==> src/rtl/exp_align.sv <==
// Block-floating-point exponent aligner: collects N operands, then emits each one
// shifted to the group's largest exponent as a 20-bit two's-complement value.
module exp_align #(
   parameter int N = 4
) (
   input  logic               clk,
   input  logic               rst_n,
   input  logic               in_valid,
   output logic               in_ready,
   input  logic               in_sign,
   input  logic [10:0]        in_mant,
   input  logic signed [5:0]  in_exp,
   output logic               out_valid,
   input  logic               out_ready,
   output logic signed [19:0] out_data,
   output logic signed [5:0]  exp_max,
   output logic               out_last
);

   localparam int IW = (N > 1) ? $clog2(N) : 1;
   localparam logic [IW-1:0]       LAST_IDX = IW'(N - 1);
   localparam logic signed [5:0]   EXP_ZERO = 6'sb100000;

   typedef enum logic {COLLECT = 1'b0, EMIT = 1'b1} state_t;

   state_t                state_r, state_s;
   logic [IW-1:0]         idx_r, idx_s;
   logic signed [5:0]     exp_max_r, exp_max_s;
   logic                  sign_buf_r [N];
   logic [10:0]           mant_buf_r [N];
   logic signed [5:0]     exp_buf_r  [N];
   logic                  in_ready_r, out_valid_r, out_last_r;
   logic [19:0]           out_data_r;
   logic                  out_valid_s, in_ready_s, out_last_s;
   logic [19:0]           out_data_s;

   // Shift the implied-one mantissa down by the exponent gap and apply the sign.
   function automatic logic [19:0] align_operand(
      input logic              sign,
      input logic [10:0]       mant,
      input logic signed [5:0] e,
      input logic signed [5:0] emax
   );
      logic [6:0]  d;
      logic [15:0] mag;
      logic [19:0] ext;
      d   = {emax[5], emax} - {e[5], e};
      mag = ((e == EXP_ZERO) || (d >= 7'd16)) ? 16'd0 : ({1'b1, mant, 4'b0000} >> d[3:0]);
      ext = {4'b0000, mag};
      return sign ? (20'd0 - ext) : ext;
   endfunction

   // Next-state, index and running-maximum logic plus next values of the output registers.
   always_comb begin
      state_s   = state_r;
      idx_s     = idx_r;
      exp_max_s = exp_max_r;
      case (state_r)
         COLLECT: begin
            if (in_valid) begin
               // -32 is the smallest code, so a plain signed max already ignores zeros
               if ((idx_r == {IW{1'b0}}) || (in_exp > exp_max_r)) begin
                  exp_max_s = in_exp;
               end else begin
                  exp_max_s = exp_max_r;
               end
               if (idx_r == LAST_IDX) begin
                  idx_s   = {IW{1'b0}};
                  state_s = EMIT;
               end else begin
                  idx_s = idx_r + IW'(1);
               end
            end else begin
               idx_s = idx_r;
            end
         end
         EMIT: begin
            if (out_ready) begin
               if (idx_r == LAST_IDX) begin
                  idx_s   = {IW{1'b0}};
                  state_s = COLLECT;
               end else begin
                  idx_s = idx_r + IW'(1);
               end
            end else begin
               idx_s = idx_r;
            end
         end
         default: begin
            state_s = COLLECT;
            idx_s   = {IW{1'b0}};
         end
      endcase
      in_ready_s  = (state_s == COLLECT);
      out_valid_s = (state_s == EMIT);
      out_last_s  = (state_s == EMIT) && (idx_s == LAST_IDX);
      if (state_s == EMIT) begin
         out_data_s = align_operand(sign_buf_r[idx_s], mant_buf_r[idx_s], exp_buf_r[idx_s], exp_max_s);
      end else begin
         out_data_s = 20'd0;
      end
   end

   // State, operand buffer and registered outputs.
   always_ff @(posedge clk) begin
      if (!rst_n) begin
         state_r     <= COLLECT;
         idx_r       <= {IW{1'b0}};
         exp_max_r   <= EXP_ZERO;
         in_ready_r  <= 1'b1;
         out_valid_r <= 1'b0;
         out_last_r  <= 1'b0;
         out_data_r  <= 20'd0;
         for (int i = 0; i < N; i++) begin
            sign_buf_r[i] <= 1'b0;
            mant_buf_r[i] <= 11'd0;
            exp_buf_r[i]  <= EXP_ZERO;
         end
      end else begin
         state_r     <= state_s;
         idx_r       <= idx_s;
         exp_max_r   <= exp_max_s;
         in_ready_r  <= in_ready_s;
         out_valid_r <= out_valid_s;
         out_last_r  <= out_last_s;
         out_data_r  <= out_data_s;
         if ((state_r == COLLECT) && in_valid) begin
            sign_buf_r[idx_r] <= in_sign;
            mant_buf_r[idx_r] <= in_mant;
            exp_buf_r[idx_r]  <= in_exp;
         end
      end
   end

   assign in_ready  = in_ready_r;
   assign out_valid = out_valid_r;
   assign out_last  = out_last_r;
   assign out_data  = out_data_r;
   assign exp_max   = exp_max_r;

endmodule

==> config.mk <==
export PLATFORM = sky130hd
export DESIGN_NAME = exp_align
export DESIGN_NICKNAME = d
export VERILOG_FILES = /design/src/rtl/exp_align.sv
export SDC_FILE = /design/constraint.sdc
export NUM_CORES = 1
export LEC_CHECK = 0
export ABC_AREA = 1
export CAP_MARGIN = 10
export CORE_MARGIN = 3
export CORE_UTILIZATION = 25
export CTS_BUF_LIST = sky130_fd_sc_hd__clkbuf_4
export CTS_CLUSTER_SIZE = 30
export DETAILED_ROUTE_END_ITERATION = 12
export GPL_TIMING_DRIVEN = 1
export PLACE_DENSITY = 0.48
export SLEW_MARGIN = 40
export SYNTH_ARGS = -nofsm -noshare
export SYNTH_HDL_FRONTEND = slang
export SYNTH_SLANG_ARGS = --single-unit
==> constraint.sdc <==
create_clock -name clk -period 4.8 [get_ports clk]
set_clock_uncertainty 0.15 [all_clocks]
set_input_delay 0.48 -clock clk [delete_from_list [all_inputs] [get_ports clk]]
set_output_delay 0.48 -clock clk [all_outputs]
set_load 0.01 [all_outputs]
After elaboration in Yosys (flattened, before gate mapping)
Memories as Yosys holds them, arrays and structs flattened.
Index checks and enable logic that the tools add are counted.
{"block": "classes", "shifts": 1, "add_sub_neg": 3, "magnitude_cmp": 2, "n_bitwise": 2, "muxes": 27, "eq_ne": 3, "n_reduce_logical": 10}
{"op": "16-bit 2-to-1 mux", "count": 2}
{"op": "6-bit 2-to-1 mux", "count": 4}
{"op": "1-bit by 16-bit subtractor with 17-bit output (first input constant)", "count": 1}
{"op": "16-bit by 4-bit right shift with 16-bit output", "count": 1}
{"op": "1-bit 2-to-1 mux", "count": 12}
{"op": "2-bit 2-to-1 mux", "count": 6}
{"op": "11-bit 2-to-1 mux", "count": 1}
{"op": "11-bit OR reduction", "count": 1}
{"op": "7-bit by 5-bit greater-or-equal comparator with 1-bit output (second input constant)", "count": 1}
{"op": "6-bit by 6-bit subtractor with 7-bit output", "count": 1}
{"op": "6-bit == test (second input constant)", "count": 1}
{"op": "6-bit > comparator", "count": 1}
{"op": "6-bit OR reduction", "count": 1}
{"op": "2-bit == test (second input constant)", "count": 2}
{"op": "2-bit case mux with 2 select lines", "count": 1}
{"op": "3-bit AND reduction", "count": 1}
{"op": "2-bit by 1-bit adder with 2-bit output (second input constant)", "count": 1}
{"op": "1-bit logical AND", "count": 2}
{"op": "2-bit logical NOT", "count": 1}
{"op": "1-bit logical OR", "count": 2}
{"op": "1-bit inverter", "count": 2}
{"op": "1-bit case mux with 2 select lines", "count": 1}
{"op": "2-bit AND reduction", "count": 1}
{"op": "1-bit OR reduction", "count": 1}
{"block": "word_totals", "reg_bits": 28, "memories": 3, "out_inout_bits": 29, "mem_bits_rw": 72}
{"memory": "mant_buf_r", "words": 4, "width": 11, "read_ports": 1, "rd_ports_with_merged_regs": 0, "wr": 4, "line_no": "30", "text": "logic [10:0] mant_buf_r [N];"}
{"memory": "exp_buf_r", "words": 4, "width": 6, "read_ports": 1, "rd_ports_with_merged_regs": 0, "wr": 4, "line_no": "31", "text": "logic signed [5:0] exp_buf_r [N];"}
{"memory": "sign_buf_r", "words": 4, "width": 1, "read_ports": 1, "rd_ports_with_merged_regs": 0, "wr": 4, "line_no": "29", "text": "logic sign_buf_r [N];"}

Depth between registers and ports, before layout
Gate-level depths: netlist of the first run.
{"block": "logic_depth", "ltp_word": 11, "depth_mapped": 30, "ltp_nobuf": 29}

Worst setup path after synthesis of the first run
Ideal clock, no wire load.
{"block": "synth_timing", "path_type": "input -> register", "from": "in in_exp[2]", "to": "reg out_data_r[14], in the netlist out_data[14]", "arrival_time_ps": 3978, "slack_ps": 557, "path_stages": 24, "setup_ps": 115, "path_cell_list": "ha_1 > a21oi_1 > o21ai_0 > a31oi_1 > o21ai_0 > nand3_1 > clkbuf_1 > a21oi_1 > ha_1 > fa_1 > xnor2_1 > inv_1 > clkbuf_1 > nand3_1 > nand3_1 > nand3_2 > ha_1 > nand3_2 > nor2_4 > nand3_2 > nand2_2 > nand3_1 > nand2_1 > nor2_1"}
{"block": "synth_between", "elab_chain_len": 11, "elab_cells_between_ends": 12, "classes_between": "add/sub (2); order compare (2); shift (1); mux (5); reduce/logical (2)"}
{"item": "start, declared", "line_no": "12", "text": "input logic signed [5:0] in_exp,"}
{"item": "6-bit > comparator", "line_no": "62", "text": "if ((idx_r == {IW{1'b0}}) || (in_exp > exp_max_r)) begin"}
{"item": "1-bit logical OR", "line_no": "62"}
{"item": "6-bit 2-to-1 mux *", "line_no": "62"}
{"item": "6-bit 2-to-1 mux *", "line_no": "60", "text": "if (in_valid) begin"}
{"item": "6-bit 2-to-1 mux *", "line_no": "58", "text": "case (state_r)"}
{"item": "6-bit by 6-bit subtractor with 7-bit output *", "line_no": "47", "text": "d = {emax[5], emax} - {e[5], e};"}
{"item": "7-bit by 5-bit greater-or-equal comparator with 1-bit output", "line_no": "48", "text": "mag = ((e == EXP_ZERO) || (d >= 7'd16)) ? 16'd0 : ({1'b1, mant, 4'b0000} >> d[3:0]);"}
{"item": "1-bit logical OR", "line_no": "48"}
{"item": "16-bit 2-to-1 mux *", "line_no": "48"}
{"item": "1-bit by 16-bit subtractor with 17-bit output", "line_no": "50", "text": "return sign ? (20'd0 - ext) : ext;"}
{"item": "16-bit 2-to-1 mux *", "line_no": "50"}
{"item": "end signal, assigned", "line_no": "126", "text": "out_data_r <= out_data_s;"}
{"item": "end, declared", "line_no": "33", "text": "logic [19:0] out_data_r;"}
Mark *: on every way between the ends. The rest lies on a longest branch, timed or not.
A chain may end at the register's enable or synchronous reset.

Final worst setup path of the first run
{"block": "layout_timing", "from": "in in_exp[2]", "to": "reg out_data_r[4], in the netlist out_data[4]"}
{"block": "layout_between", "elab_chain_len": 11, "elab_cells_between_ends": 12, "classes_between": "add/sub (2); order compare (2); shift (1); mux (5); reduce/logical (2)"}
{"item": "6-bit > comparator", "line_no": "62"}
{"item": "1-bit logical OR", "line_no": "62"}
{"item": "6-bit 2-to-1 mux *", "line_no": "62"}
{"item": "6-bit 2-to-1 mux *", "line_no": "60"}
{"item": "6-bit 2-to-1 mux *", "line_no": "58"}
{"item": "via exp_max_s[2]", "line_no": "28", "text": "logic signed [5:0] exp_max_r, exp_max_s;"}
{"item": "6-bit by 6-bit subtractor with 7-bit output *", "line_no": "47"}
{"item": "7-bit by 5-bit greater-or-equal comparator with 1-bit output", "line_no": "48"}
{"item": "1-bit logical OR", "line_no": "48"}
{"item": "16-bit 2-to-1 mux *", "line_no": "48"}
{"item": "1-bit by 16-bit subtractor with 17-bit output", "line_no": "50"}
{"item": "16-bit 2-to-1 mux *", "line_no": "50"}
The timed path passes the listed nets; every way through them passes the cells marked *.

==> results of run 1 <==
==> worst paths after layout <==
| path | endpoint | depth (start not counted) | startpoint | slack (ns) |
|---|---|---|---|---|
| setup / recovery | out_data[4]$_SDFF_PN0_ | 28 | in_exp[2] | 0.47 |
| hold / removal | sign_buf_r[2]$_DFF_P_ | 2 | sign_buf_r[2]$_DFF_P_ | 0.35 |
| setup reg to reg | out_data[15]$_SDFF_PN0_ | 23 | idx_r[1]$_SDFF_PN0_ | 0.48 |
| hold reg to reg | sign_buf_r[2]$_DFF_P_ | 2 | sign_buf_r[2]$_DFF_P_ | 0.35 |
==> placed cells by master, fill, tap and decap left out, types with 4 or more instances in the layout <==
cell type / netlist / final
nand2_1: 143 / 143
nand3_1: 141 / 141
nor2_1: 109 / 109
inv_1: 78 / 78
edfxtp_1: 69 / 69
buf_4: 6 / 65
clkdlybuf4s50_1: 0 / 50
dfxtp_1: 31 / 31
a21oi_1: 17 / 17
o21ai_0: 15 / 15
ha_1: 15 / 15
nand3b_1: 12 / 12
clkbuf_4: 0 / 9
nand2_2: 8 / 8
nor3_1: 7 / 7
clkinv_1: 6 / 6
nand3_2: 6 / 6
o21ai_1: 6 / 6
inv_2: 4 / 4
nand2_4: 4 / 4
==> routing by layer <==
metal	global-route usage, %	vias to the layer above	wire length, microns
met5	0	-	0
met4	2.70	0	159
met3	2.28	12	492
met2	21.1	79	7120
met1	19.2	2265	8290
li1	-	2583	-
==> stage by stage <==
step | util [%] | setup WS [ns] | std cells | total power, mW
2_1_floorplan | - | 0.557 | 729 | 2.32
3_3_place_gp | 30.7 | 0.0368 | 1099 | 3.04
3_5_place_dp | 30.7 | -0.0454 | 1099 | 3.04
4_1_cts | 31.4 | 0.458 | 1115 | 3.55
5_1_grt | 31.4 | 0.0150 | 1115 | 3.82
6_report | 31.4 | 0.467 | 1116 | 3.52
==> where the power goes <==
| group | switching [mW] | leakage [nW] | internal [mW] | total, mW |
|---|---|---|---|---|
| Clock | 0.332 | 0.0877 | 0.175 | 0.507 |
| Combinational | 1.21 | 2.16 | 0.815 | 2.03 |
| Sequential | 0.0160 | 0.960 | 0.970 | 0.986 |
==> logic make-up after synthesis <==
logic type               after synthesis  synth area share, %
XOR/XNOR                               2                0.625
AND/OR/NAND/NOR                      444                 35.7
AO/OA/AOI/OAI                         48                 4.50
adder cells (fa/ha/maj)               16                 3.58
buffers and inverters                119                 9.24
flip-flops                           100                 46.4
==> sequential cells by signal (all words and copies together), names as in the netlist <==
name and count:
idx_r 2, exp_buf_r 24, out_data 17, out_valid 1, mant_buf_r 44, out_last 1, sign_buf_r 4, exp_max 6
in_ready 1
==> tightest hold or removal path: stages (launching register included) <==
cell and delay, ns:
dfxtp_1 0.35, nand3_1 0.07, o21ai_0 0.07
==> cells in the mapped netlist, types with 2 or more instances <==
master	number	area [sq um]
buf_2	6	30.0
o21ai_1	6	30.0
a31oi_1	3	18.8
edfxtp_1	69	2070
clkbuf_1	10	37.5
a21oi_1	17	85.1
nand2_2	8	50.1
nor2_2	2	12.5
nand3b_1	12	90.1
o211ai_1	3	22.5
nand2_4	4	45.0
nand3_4	2	35.0
o21a_1	2	15.0
nor2_4	3	33.8
buf_4	6	45.0
nand2_1	143	537
nor3_1	7	35.0
nor2_1	109	409
ha_1	15	188
buf_6	8	90.1
inv_1	78	293
clkinv_1	6	22.5
nand3_2	6	60.1
o21ai_0	15	75.1
nand3_1	141	706
dfxtp_1	31	621
inv_2	4	15.0
==> cell type report <==
| type | count | share of cell area [%] |
|---|---|---|
| antenna | 1 | 0.0351 |
| clock buffer | 9 | 0.947 |
| clock inverter | 7 | 1.33 |
| inverter | 88 | 4.63 |
| multi-input combinational | 510 | 36.2 |
| sequential | 100 | 37.7 |
| tap | 285 | 5.00 |
| timing repair buffer | 116 | 14.1 |
==> impl_metrics.csv, run 1 <==
group,metric,value,unit
timing,setup_viol,0,
die,die-width,158,microns
worst_setup_path,critPathCaptureType,"flip-flop",
cells_and_area,design_area,0.00714,sq mm
yosys,ys_seq_area_share,46.4,%
clock_tree,cts_tree,"built",
die,core,0.0227,sq mm
worst_setup_path,worst-path-buf-inv,5,
worst_setup_path,cp_max_fo,6,
global_route,grt_max_degree,24,
drt,drc,0,
cells_and_area,regArea,0.00269,sq mm
clock_tree,cts-root-to-sink-buffers,2,
global_route,grt_usage,13.3,%
worst_setup_path,path_delay_family,"simple AND/OR/NAND/NOR gates",
drt,first_iter_violations,304,
placement,dp_hpwl,11700,microns
timing,fin_crit,4.33,ns
worst_setup_path,required,5.09,ns
global_route,antenna_found_initial,0,
drt,drtPass1Iterations,5,
worst_setup_path,cp_slowest_cell,"clkdlybuf4s50_1",
cells_and_area,drive_gt1_share,14.0,%
clock_tree,cts_resized,0,
die,io_pins,51,
drt,viasPerCell,4.43,
die,start_util,25.6,%
die,chipHeight,158,microns
timing,tightest_slew,0.593,ns
yosys,synth_seq_cells,100,
die,num_rows,55,
worst_setup_path,startpoint_type,"input port",
cells_and_area,fin_nets,863,
yosys,synth.cell_area,0.00581,sq mm
die,dieArea,0.0251,sq mm
worst_hold_path,hold_class,"reg2reg",
clock_tree,cts_hold_buf,0,
clock_tree,cts_root_buf,"clkbuf_4",
clock_tree,cts_buffers,9,
yosys,synthCells,729,
placement,io_buffers,50,
timing,period_share,90.3,%
worst_setup_path,path_common_cell,"nand2_1",
power_and_ir_drop,vdd_drop_max,0.000179,V
global_route,overflow,0,
cells_and_area,area_growth_syn_to_layout,22.9,%
drt,wl_per_cell,14.4,microns
yosys,syn_nets,767,
yosys,synth-edff-count,69,
worst_setup_path,max_stage_delay,0.45,ns
cells_and_area,fillers,2439,
outcome,status,"completed",
timing,fmax,231,MHz
yosys,yosys_most_used_dff,"edfxtp_1",
cells_and_area,multi_input_area,0.00258,sq mm
yosys,yosysWarnings,0,
global_route,grt_pass1_wl,25900,microns
yosys,synthDistinctLibCells,40,
clock_tree,cts.sinks,100,
clock_tree,post_cts_buffers,0,
timing,fin_setup_tns,0,ns
worst_setup_path,cp.arrival,4.62,ns
global_route,grt_pass1_vias,4718,
clock_tree,cts.htree.levels,3,
power_and_ir_drop,total_leakage_power,3.21,nW
timing,drv_slew,0,
placement,gp_congestion,0.855,
timing,final-hold-violation-count,0,
drt,vias,4939,
placement,dpl_cell_area,0.00697,sq mm
yosys,synthArstFlopShare,0,%
worst_setup_path,critical_path_class,"in2reg",
clock_tree,cts.reportedPaths.clkPinSlew,0.18,ns
yosys,synth.avg_cell_area,7.97,sq um
drt,final_antenna_net_count,0,
timing,whs,0.353,ns
power_and_ir_drop,power_density,493,mW/mm^2
timing,maxSlewHeadroom,60.4,%
job,max-cap-violations,0,
timing,grt_setup_unrepaired,"no",
drt,wl,16100,microns
clock_tree,worstSkewPairLatency,0.50,ns
(Power assumes the default switching activity.)
==> run 2, diff against run 1 <==
--- a/config.mk
+++ b/config.mk
@@ -18,3 +18,4 @@
 export SYNTH_ARGS = -nofsm -noshare
 export SYNTH_HDL_FRONTEND = slang
 export SYNTH_SLANG_ARGS = --single-unit
+export TNS_END_PERCENT = 100
==> results of run 2 <==
The final DEF is identical to that of run 1; final timing and power are the same.
==> run 3, diff against run 2 <==
--- a/config.mk
+++ b/config.mk
@@ -14,6 +14,7 @@
 export DETAILED_ROUTE_END_ITERATION = 12
 export GPL_TIMING_DRIVEN = 1
 export PLACE_DENSITY = 0.48
+export REMOVE_ABC_BUFFERS = 1
 export SLEW_MARGIN = 40
 export SYNTH_ARGS = -nofsm -noshare
 export SYNTH_HDL_FRONTEND = slang
==> run 3 against run 2 <==
Against the previous run: wire length shrank 1.0%; utilization shrank 0.48 points; global-route usage is 0.17 points lower; critical path type is now reg2reg; largest cell class unchanged.
==> impl_metrics.csv, run 3 (synthesis results as in run 1) <==
group,metric,value,unit
power_and_ir_drop,total_leakage_power,3.14,nW
cells_and_area,postLayoutCoreUtil,30.9,%
timing,final-hold-violation-count,0,
cells_and_area,mostFrequentLayoutCell,"nand2_1",
clock_tree,cts.sinks,100,
clock_tree,cts.htree.levels,3,
clock_tree,cts-root-to-sink-buffers,2,
global_route,grt_usage,13.2,%
cells_and_area,design_area,0.00703,sq mm
worst_setup_path,cp_slowest_cell,"fa_1",
timing,grt_setup_unrepaired,"no",
global_route,overflow,0,
worst_setup_path,critical_path_class,"reg2reg",
drt,wl,15900,microns
cells_and_area,multi_input_area,0.00260,sq mm
clock_tree,cts_root_buf,"clkbuf_4",
cells_and_area,largest_register_ffs,44,
cells_and_area,final_cell_mix,"nand2_1 (143), nand3_1 (140), nor2_1 (109)",
worst_setup_path,cp.arrival,4.58,ns
clock_tree,cts.reportedPaths.clkPinSlew,0.18,ns
die,num_rows,55,
placement,dp_hpwl,11700,microns
drt,final_antenna_net_count,0,
worst_setup_path,startpoint_type,"flip-flop",
timing,tightest_slew,0.513,ns
global_route,grt_pass1_vias,4753,
drt,viasPerCell,4.48,
timing,setup_viol,0,
cells_and_area,regArea,0.00269,sq mm
placement,io_buffers,50,
timing,fin_setup_tns,0,ns
die,dieArea,0.0251,sq mm
cells_and_area,fin_nets,851,
die,core,0.0227,sq mm
power_and_ir_drop,vdd_drop_max,0.000236,V
worst_setup_path,cp_max_fo,11,
worst_setup_path,required,5.03,ns
die,io_pins,51,
worst_setup_path,critPathCaptureType,"flip-flop",
placement,dpl_cell_area,0.00689,sq mm
power_and_ir_drop,p_total,3.32,mW
worst_setup_path,worstRegToRegCells,23,
placement,gp_congestion,0.867,
clock_tree,cts_buffers,9,
worst_setup_path,crit_chain,"inv_1 > ha_1 > nand2_1 > o21ai_0 > a31oi_1 > o21ai_1 > nand3_2 > a21oi_1 > ha_1 > fa_1 > inv_1 > nand3_1 > nand3_1 > nand3_1 > nand3_2 > ha_1 > nand3_2 > nor2_4 > nand3_2 > nand2_2 > nand3_1 > nand2_1 > nor2_1",
job,max-cap-violations,0,
cells_and_area,area_growth_syn_to_layout,21.0,%
clock_tree,post_cts_buffers,0,
drt,drtPass1Iterations,4,
outcome,status,"completed",
die,chipHeight,158,microns
cells_and_area,regMostFlops,"mant_buf_r",
die,die-width,158,microns
drt,wl_per_cell,14.4,microns
worst_hold_path,hold_class,"reg2reg",
worst_setup_path,max_stage_delay,0.46,ns
cells_and_area,fillers,2451,
die,start_util,25.6,%
drt,vias,4941,
timing,period_share,90.6,%
timing,fmax,230,MHz
clock_tree,worstSkewPairLatency,0.50,ns
timing,fin_crit,4.35,ns
clock_tree,cts_tree,"built",
drt,first_iter_violations,321,
drt,drc,0,
cells_and_area,drive_gt1_share,12.7,%
timing,maxSlewHeadroom,65.8,%
global_route,grt_pass1_wl,25800,microns
timing,drv_slew,0,
global_route,antenna_found_initial,1,
power_and_ir_drop,power_density,473,mW/mm^2
global_route,grt_max_degree,28,
worst_hold_path,whs_path_depth,2,
run 3: power by group:
group / internal, mW / total [mW] / leakage, nW / switching (mW)
clock: 0.118 / 0.440 / 0.0732 / 0.321
sequential: 0.970 / 0.986 / 0.960 / 0.0159
combinational: 0.717 / 1.90 / 2.11 / 1.18
run 3: cell type report:
| class | count | share of cell area, % |
|---|---|---|
| Sequential cell | 100 | 38.3 |
| Multi-Input combinational cell | 510 | 37.0 |
| Timing Repair Buffer | 104 | 13.0 |
| Tap cell | 285 | 5.07 |
| Inverter | 88 | 4.70 |
| Clock buffer | 9 | 0.962 |
| Clock inverter | 7 | 0.944 |
| Antenna cell | 1 | 0.0356 |
run 3: stage by stage:
stage | worst slack [ns] | std cells | hold WS, ns
3_5_place_dp | -0.121 | 1087 | 0.333
3_3_place_gp | -0.0207 | 1085 | 0.336
4_1_cts | 0.345 | 1103 | 0.365
2_1_floorplan | 0.117 | 698 | 0.303
6_report | 0.450 | 1104 | 0.366
5_1_grt | 0.0104 | 1104 | 0.389
run 3: repair_timing:
item	4_1_cts	5_1_grt
endpoints found under the setup margin	0	12
gates resized for setup	0	4
hold buffers	0	0
run 3: critical path: cells and delay by family, from the launching register on:
family	cells	cell delay [ns]
buffers and inverters	2	0.38
adder cells (fa/ha/maj)	4	1.16
AO/OA/AOI/OAI	4	0.75
flip-flops	1	0.38
AND/OR/NAND/NOR	13	1.39
run 3: metal layers:
metal / part of all wire [%] / GRT usage [%] / routed length [microns]
met5: 0 / 0 / 0
met4: 0.74 / 3.15 / 118
met3: 3.2 / 2.34 / 505
met2: 46 / 21.3 / 7370
met1: 50 / 18.4 / 7900
run 3: worst paths after layout:
check	from	to	slack (ns)
max	exp_max[2]$_SDFF_PN0_	out_data[14]$_SDFF_PN0_	0.45
min	sign_buf_r[1]$_DFF_P_	sign_buf_r[1]$_DFF_P_	0.37
max reg2reg	exp_max[2]$_SDFF_PN0_	out_data[14]$_SDFF_PN0_	0.45
min reg2reg	sign_buf_r[1]$_DFF_P_	sign_buf_r[1]$_DFF_P_	0.37
